==> config.mk <==
export PLATFORM = sky130hd
export DESIGN_NAME = magia_tile_mailbox
export DESIGN_NICKNAME = d
export VERILOG_FILES = /design/src/rtl/magia_tile_mailbox.sv
export SDC_FILE = /design/constraint.sdc
export NUM_CORES = 1
export LEC_CHECK = 0
export ABC_AREA = 1
export CELL_PAD_IN_SITES_DETAIL_PLACEMENT = 0
export CELL_PAD_IN_SITES_GLOBAL_PLACEMENT = 1
export CORE_MARGIN = 5
export CORE_UTILIZATION = 34
export CTS_CLUSTER_SIZE = 40
export DETAILED_ROUTE_END_ITERATION = 10
export PLACE_DENSITY = 0.95
export SLEW_MARGIN = 20
export SYNTH_ARGS = -nofsm -noshare
export SYNTH_HDL_FRONTEND = slang
export SYNTH_SLANG_ARGS = --single-unit
==> constraint.sdc <==
create_clock -name clk_i -period 2.19 [get_ports clk_i]
set_input_delay 0.438 -clock clk_i [delete_from_list [all_inputs] [get_ports clk_i]]
set_output_delay 0.438 -clock clk_i [all_outputs]
set_load 0.05 [all_outputs]
==> src/rtl/magia_tile_mailbox.sv <==
// MAGIA tile mailbox: gates core fetch, captures the EOC write and exit code, buffers putchar bytes.
// Build option: define MAGIA_MBOX_STDOUT_EN to include the stdout FIFO (absent by default).
module magia_tile_mailbox #(
    parameter int unsigned ADDR_W       = 32,
    parameter int unsigned STDOUT_DEPTH = 8
) (
    input  logic              clk_i,
    input  logic              rst_i,
    input  logic              req_i,
    output logic              gnt_o,
    input  logic [ADDR_W-1:0] addr_i,
    input  logic              we_i,
    input  logic [3:0]        be_i,
    input  logic [31:0]       wdata_i,
    output logic              rvalid_o,
    output logic [31:0]       rdata_o,
    output logic              err_o,
    input  logic              start_i,
    output logic              fetch_en_o,
    output logic              eoc_o,
    output logic [31:0]       exit_code_o,
    output logic              stdout_valid_o,
    input  logic              stdout_ready_i,
    output logic [7:0]        stdout_data_o
);
    typedef enum logic [1:0] {ST_IDLE, ST_RUN, ST_DONE} state_e;
    typedef enum logic [1:0] {
        REG_STATUS  = 2'd0,
        REG_EXIT    = 2'd1,
        REG_STDOUT  = 2'd2,
        REG_SCRATCH = 2'd3
    } reg_e;

    state_e      state_q, state_d;
    logic [31:0] exit_code_q, exit_code_d;
    logic [31:0] scratch_q, scratch_d;
    logic [31:0] rdata_q, rdata_d;
    logic        eoc_q, eoc_d;
    logic        rvalid_q, rvalid_d;
    logic        err_q, err_d;

    reg_e        reg_sel;
    logic        misaligned, accept, wr_en, rd_en, exit_wr, stdout_wr;
    logic        fifo_full;
    logic [31:0] fifo_count;
    logic        unused_ok;

    function automatic logic [31:0] be_merge(input logic [31:0] cur, input logic [31:0] wd,
                                             input logic [3:0] be);
        logic [31:0] res;
        res = cur;
        for (int b = 0; b < 4; b++) begin
            if (be[b]) res[8*b +: 8] = wd[8*b +: 8];
        end
        return res;
    endfunction

    assign reg_sel    = reg_e'(addr_i[3:2]);
    assign misaligned = (addr_i[1:0] != 2'b00);
    assign stdout_wr  = req_i && we_i && !misaligned && (reg_sel == REG_STDOUT);
    // A full FIFO stalls the core on the request itself; a pop this cycle does not help.
    assign gnt_o      = req_i && !(stdout_wr && fifo_full);
    assign accept     = req_i && gnt_o;
    assign wr_en      = accept && we_i && !misaligned;
    assign rd_en      = accept && !we_i && !misaligned;
    assign exit_wr    = wr_en && (reg_sel == REG_EXIT);

    // FSM: next-state process
    always_comb begin
        state_d = state_q;
        unique case (state_q)
            ST_IDLE: if (start_i) state_d = ST_RUN;
            ST_RUN:  if (exit_wr) state_d = ST_DONE;
            ST_DONE: if (start_i) state_d = ST_RUN;
            default: state_d = ST_IDLE;
        endcase
    end

    // NOTE: every always_comb output gets a default first so no latch is inferred.
    always_comb begin
        exit_code_d = exit_code_q;
        eoc_d       = eoc_q;
        scratch_d   = scratch_q;
        if (start_i && state_q != ST_RUN) eoc_d = 1'b0;
        if (exit_wr) begin
            exit_code_d = be_merge(exit_code_q, wdata_i, be_i);
            eoc_d       = 1'b1;
        end
        if (wr_en && reg_sel == REG_SCRATCH) scratch_d = be_merge(scratch_q, wdata_i, be_i);
    end

    always_comb begin
        rvalid_d = accept;
        err_d    = accept && misaligned;
        rdata_d  = '0;
        if (rd_en) begin
            unique case (reg_sel)
                REG_STATUS:  rdata_d = {29'b0, fifo_full, eoc_q, fetch_en_o};
                REG_EXIT:    rdata_d = exit_code_q;
                REG_STDOUT:  rdata_d = fifo_count;
                REG_SCRATCH: rdata_d = scratch_q;
            endcase
        end
    end

    // FSM: output process
    always_comb begin
        fetch_en_o  = (state_q == ST_RUN);
        eoc_o       = eoc_q;
        exit_code_o = exit_code_q;
        rvalid_o    = rvalid_q;
        rdata_o     = rdata_q;
        err_o       = err_q;
    end

    // FSM state register plus mailbox registers
    always_ff @(posedge clk_i) begin
        if (rst_i) begin
            state_q     <= ST_IDLE;
            exit_code_q <= '0;
            eoc_q       <= 1'b0;
            scratch_q   <= '0;
            rvalid_q    <= 1'b0;
            rdata_q     <= '0;
            err_q       <= 1'b0;
        end else begin
            state_q     <= state_d;
            exit_code_q <= exit_code_d;
            eoc_q       <= eoc_d;
            scratch_q   <= scratch_d;
            rvalid_q    <= rvalid_d;
            rdata_q     <= rdata_d;
            err_q       <= err_d;
        end
    end

`ifdef MAGIA_MBOX_STDOUT_EN
    localparam int unsigned PTR_W = $clog2(STDOUT_DEPTH);
    localparam int unsigned CNT_W = PTR_W + 1;

    logic [7:0]       fifo_mem_q [STDOUT_DEPTH];
    logic [PTR_W-1:0] head_q, head_d, tail_q, tail_d;
    logic [CNT_W-1:0] count_q, count_d;
    logic             push, pop;

    assign fifo_full      = (count_q == CNT_W'(STDOUT_DEPTH));
    assign fifo_count     = 32'(count_q);
    assign push           = stdout_wr && gnt_o && be_i[0];
    assign pop            = stdout_valid_o && stdout_ready_i;
    assign stdout_valid_o = (count_q != '0);
    assign stdout_data_o  = stdout_valid_o ? fifo_mem_q[head_q] : 8'h00;
    assign unused_ok      = ^addr_i[ADDR_W-1:4];

    // Power-of-two depth lets the pointers wrap naturally.
    always_comb begin
        head_d  = head_q;
        tail_d  = tail_q;
        count_d = count_q;
        if (push) tail_d = tail_q + PTR_W'(1);
        if (pop)  head_d = head_q + PTR_W'(1);
        unique case ({push, pop})
            2'b10:   count_d = count_q + CNT_W'(1);
            2'b01:   count_d = count_q - CNT_W'(1);
            default: count_d = count_q;
        endcase
    end

    always_ff @(posedge clk_i) begin
        if (rst_i) begin
            head_q  <= '0;
            tail_q  <= '0;
            count_q <= '0;
        end else begin
            head_q  <= head_d;
            tail_q  <= tail_d;
            count_q <= count_d;
        end
    end

    // NOTE: storage is deliberately not reset; count_q alone decides which entries are live.
    always_ff @(posedge clk_i) begin
        if (push) fifo_mem_q[tail_q] <= wdata_i[7:0];
    end
`else
    assign fifo_full      = 1'b0;
    assign fifo_count     = '0;
    assign stdout_valid_o = 1'b0;
    assign stdout_data_o  = 8'h00;
    assign unused_ok      = ^{addr_i[ADDR_W-1:4], stdout_ready_i, 1'(STDOUT_DEPTH)};
`endif

endmodule
## Word-level counts from Yosys, hierarchy flattened

Index checks and enable logic that the tools add are counted.

- Word-level logic and storage cells: 53
- Input port bits: 74
- Register bits after elaboration: 101

- Reduce and logical (&&, ||, !) cells: 25
- Bitwise logic cells: 1
- Equality and inequality tests: 8
- Muxes and demuxes: 6

Operators with widths:

| kind | number |
|---|---|
| $pmux 32 s4 | 1 |
| $reduce_and 2->1 | 9 |
| $logic_and 1x1->1 | 8 |
| $eq 2x2->1 const B | 3 |
| $ne 2x1->1 const B | 3 |
| $eq 2x1->1 const B | 2 |
| $logic_not 2->1 | 2 |
| $mux 2 | 2 |
| $pmux 2 s2 | 1 |
| $reduce_bool 2->1 | 2 |
| $reduce_or 2->1 | 2 |
| $logic_not 1->1 | 2 |
| $mux 1 | 2 |
| $not 1->1 | 1 |

## Logic depth before layout (Yosys ltp)

- Word-level depth: 6
- Gate-level depth with buffers: 8

## Least setup slack after synthesis

No wires, ideal clock.

- Path type: register -> output
- Start point: register state_q[0]
- End point: output port fetch_en_o
- Stages on the path, launching flop included: 3
- Required time: 1.752 ns
- Arrival: 1.093 ns
- Setup slack: 0.659 ns
- Cell sequence: dfxtp_1 inv_1 nor2_1

- Word-level cells in the longest chain between the ends: 1

RTL lines:

| item | RTL line | text |
|---|---|---|
| start: declaration | 34 | `state_e state_q, state_d;` |
| start signal: assignment | 127 | `state_q <= state_d;` |
| $eq 2x1->1 | 108 | `fetch_en_o = (state_q == ST_RUN);` |
| end: declaration | 19 | `output logic fetch_en_o,` |

No other way between the ends.

## Worst setup path after layout

- Start point: register exit_code_q[6], in the netlist exit_code_o[6]
- End point: output port exit_code_o[6]

RTL lines:

| item | RTL line | text |
|---|---|---|
| start: declaration | 35 | `logic [31:0] exit_code_q, exit_code_d;` |
| start signal: assignment | 128 | `exit_code_q <= exit_code_d;` |
| end: declaration | 21 | `output logic [31:0] exit_code_o,` |

No word-level cell between the ends.

==> out/qor.yml <==
detailed_routing:
  drtAntennaViolNets: 0
  avgViaCountPerCell: 4.63
  drcViolationCount: 0
  routedWlPerCell_um: 12.7
  first_pass_iters: 6
  drt-total-wl_mm: 10.9
  vias: 3962
  drt-initial-drc-count: 344
power:
  netSwitchingPower_uw: 903
  clkPwrFrac_pct: 42.9
  vdd_drop_max_mv: 0.275
  p_per_area_nw_per_um2: 674
  power_frac_comb_pct: 9.7
  p_seq_share_pct: 47.4
  p_int_uw: 3010
  p_leak_uw: 0.00222
  finalPower_uw: 3920
  switching_share_pct: 23.1
setup_path:
  path_max_fanout: 3
  cp-end-kind: "output pin"
  r2r-start: "state_q[0]$_SDFFE_PP0P_"
  crit_start: "exit_code_o[6]$_SDFFE_PP0P_"
  critPathRequiredTime_ns: 1.75
  arrival_ns: 1.55
  path_class: "flop to output pin"
  cp_top_family: "buffers and inverters"
  max_stage_delay_ns: 0.83
  cp_num_buf_inv: 1
  crit_chain: "clkdlybuf4s50_1"
  worst_path_max_delay_cell: "clkdlybuf4s50_1"
  start_kind: "flop"
floorplanning:
  rows: 41
  core_area_um2: 12500
  initial_core_util_pct: 34.3
  ios: 152
  die_area_um2: 15000
  die_h_um: 122
  die_x_um: 122
cts:
  postCtsSetupBuffers: 0
  hold_buffers: 0
  cts_tree: "yes"
  clk_path_buf_depth: 2
  cts_root_buffer: "clkbuf_16"
  clk-insertion-delay-late_ns: 0.33
  numCtsBuffers: 9
  cts_resized: 0
  cts.reportedPaths.clkPinSlew_ns: 0.06
  cts_sinks: 101
  cts.htree.levels: 3
cells_and_area:
  final_net_count: 753
  fin_cells: 855
  n_fill_cell: 1261
  layout_common_cells: "nand2_1 (134), nor2_1 (131), clkdlybuf4s50_1 (111)"
  num_antenna_cells: 0
  layout_commonest_cell: "nand2_1"
  area_delta_synth_final_pct: 35.3
  ff_latch_area_um2: 2020
  multiInputGateArea_um2: 1800
  final_layout_size_suffix_gt1_share_pct: 6.88
synth:
  yosys_register_bits: 101
  synth.largest_area_cell: "dfxtp_1"
  yosys_warnings: 0
  synth.avg_cell_area_um2: 7.39
  ys_seq_area_share_pct: 47.1
  synthCells: 581
  synth_area_leaders: "dfxtp_1 (47%), nand2_1 (12%), nor2_1 (11%)"
  netlist-cell-type-count: 19
  synth_top_area_share_pct: 47.1
  syn-cell-area_um2: 4290
global_route:
  grt_usage_pct: 14.9
  grt_pass1_wl_mm: 17.9
  grt_max_degree: 66
  antenna_found_initial: 0
  grt-ovfl-total: 0
  grt_pass1_vias: 3744
placed_design:
  dp.final_hpwl_mm: 7.69
  dpl.cell_count: 840
  place_congestion: 0.792
  io_buffer_count: 113
sta:
  fin_crit_ns: 1.99
  worst_slew_pin_slew_ns: 0.542
  fin_crit_sh_pct: 90.7
  setup-tns-final_ns: 0
  rsz0062_at_grt: "false"
  finalHoldViolCount: 0
  finalClockSkew_ns: 0.00610
  finalSetupViolCount: 0
  relSlewSlack_pct: 63.8
  drv_slew: 0
  timing.fmax_mhz: 503
worst_hold_path:
  hold_class: "flop to flop"
  worstHoldStart: "scratch_q[31]$_SDFFE_PP0P_"
run:
  drv_cap: 0
outcome:
  outcome: "finished, final reports clean"
-- flip-flops by register name, summed over array words and instances, names as in the netlist --
name	flops
state_q	2
scratch_q	32
rdata_o	32
exit_code_o	32
rvalid_o	1
err_o	1
eoc_o	1
-- logic make-up (layout without fill, tap and decap cells) --
| kind of cell | after synthesis | count (layout) | synth area share, % |
|---|---|---|---|
| flops | 101 | 101 | 47.1 |
| other cells | 1 | 9 | 0.0874 |
| compound gates | 35 | 35 | 4.11 |
| buf+inv | 95 | 189 | 11.8 |
| simple gates | 349 | 349 | 36.9 |
-- cells in the mapped netlist --
cell type / instances
nand4_1: 64
buf_6: 8
buf_2: 9
buf_1: 10
nor3_1: 1
nor2_4: 10
nor2_2: 1
nand2_1: 134
a21oi_1: 33
dfxtp_1: 101
a31oi_1: 1
nand3_1: 6
nor2_1: 131
o21ai_0: 1
inv_1: 43
conb_1: 1
buf_4: 21
nand3_4: 2
inv_2: 4
-- final timing paths --
check | slack [ns] | to | depth (start not counted)
max | 0.20 | exit_code_o[6] | 1
min | 0.46 | rdata_o[31]$_SDFF_PP0_ | 2
max reg2reg | 1.25 | rdata_o[0]$_SDFF_PP0_ | 4
min reg2reg | 0.46 | rdata_o[31]$_SDFF_PP0_ | 2
-- tightest hold or removal path: stages, from the launching register on --
cell and delay [ns]:
dfxtp_1 0.31, nand2_1 0.06, a21oi_1 0.05
-- routing by layer --
| metal | vias to the layer above | global-route usage [%] | part of all wire, % |
|---|---|---|---|
| li1 | 2029 | - | - |
| met1 | 1801 | 19.3 | 44 |
| met2 | 119 | 24.5 | 48 |
| met3 | 13 | 3.00 | 6.0 |
| met4 | 0 | 5.67 | 1.1 |
| met5 | - | 0 | 0 |
-- power groups by stage --
| stage | combinational (uW) | clock [uW] | sequential, uW |
|---|---|---|---|
| global route | 413 | 1810 | 1860 |
| global placement | 376 | 0 | 1900 |
| CTS | 381 | 1730 | 1860 |
| finish | 381 | 1680 | 1860 |
| floorplan | 232 | 0 | 1920 |
| detailed placement | 380 | 0 | 1900 |
-- metrics by stage --
step,setup slack (ns),hold WS [ns],util (%),area [um^2]
after global routing,0.125,0.482,46.4,5810
after floorplan,0.659,0.440,-,4320
final,0.203,0.464,46.4,5810
after global placement,0.279,0.452,43.9,5490
after CTS,0.175,0.467,46.4,5810
after detailed placement,0.206,0.457,43.9,5490
-- cell type report --
class | count | share of cell area [%]
well taps | 172 | 3.70
flip-flops and latches | 101 | 34.8
inverters | 47 | 3.04
clock buffers | 11 | 4.18
repair buffers | 127 | 22.1
multi-input cells | 393 | 31.0
clock inverters | 4 | 1.25
No activity file was read; power rests on OpenSTA's default activity.
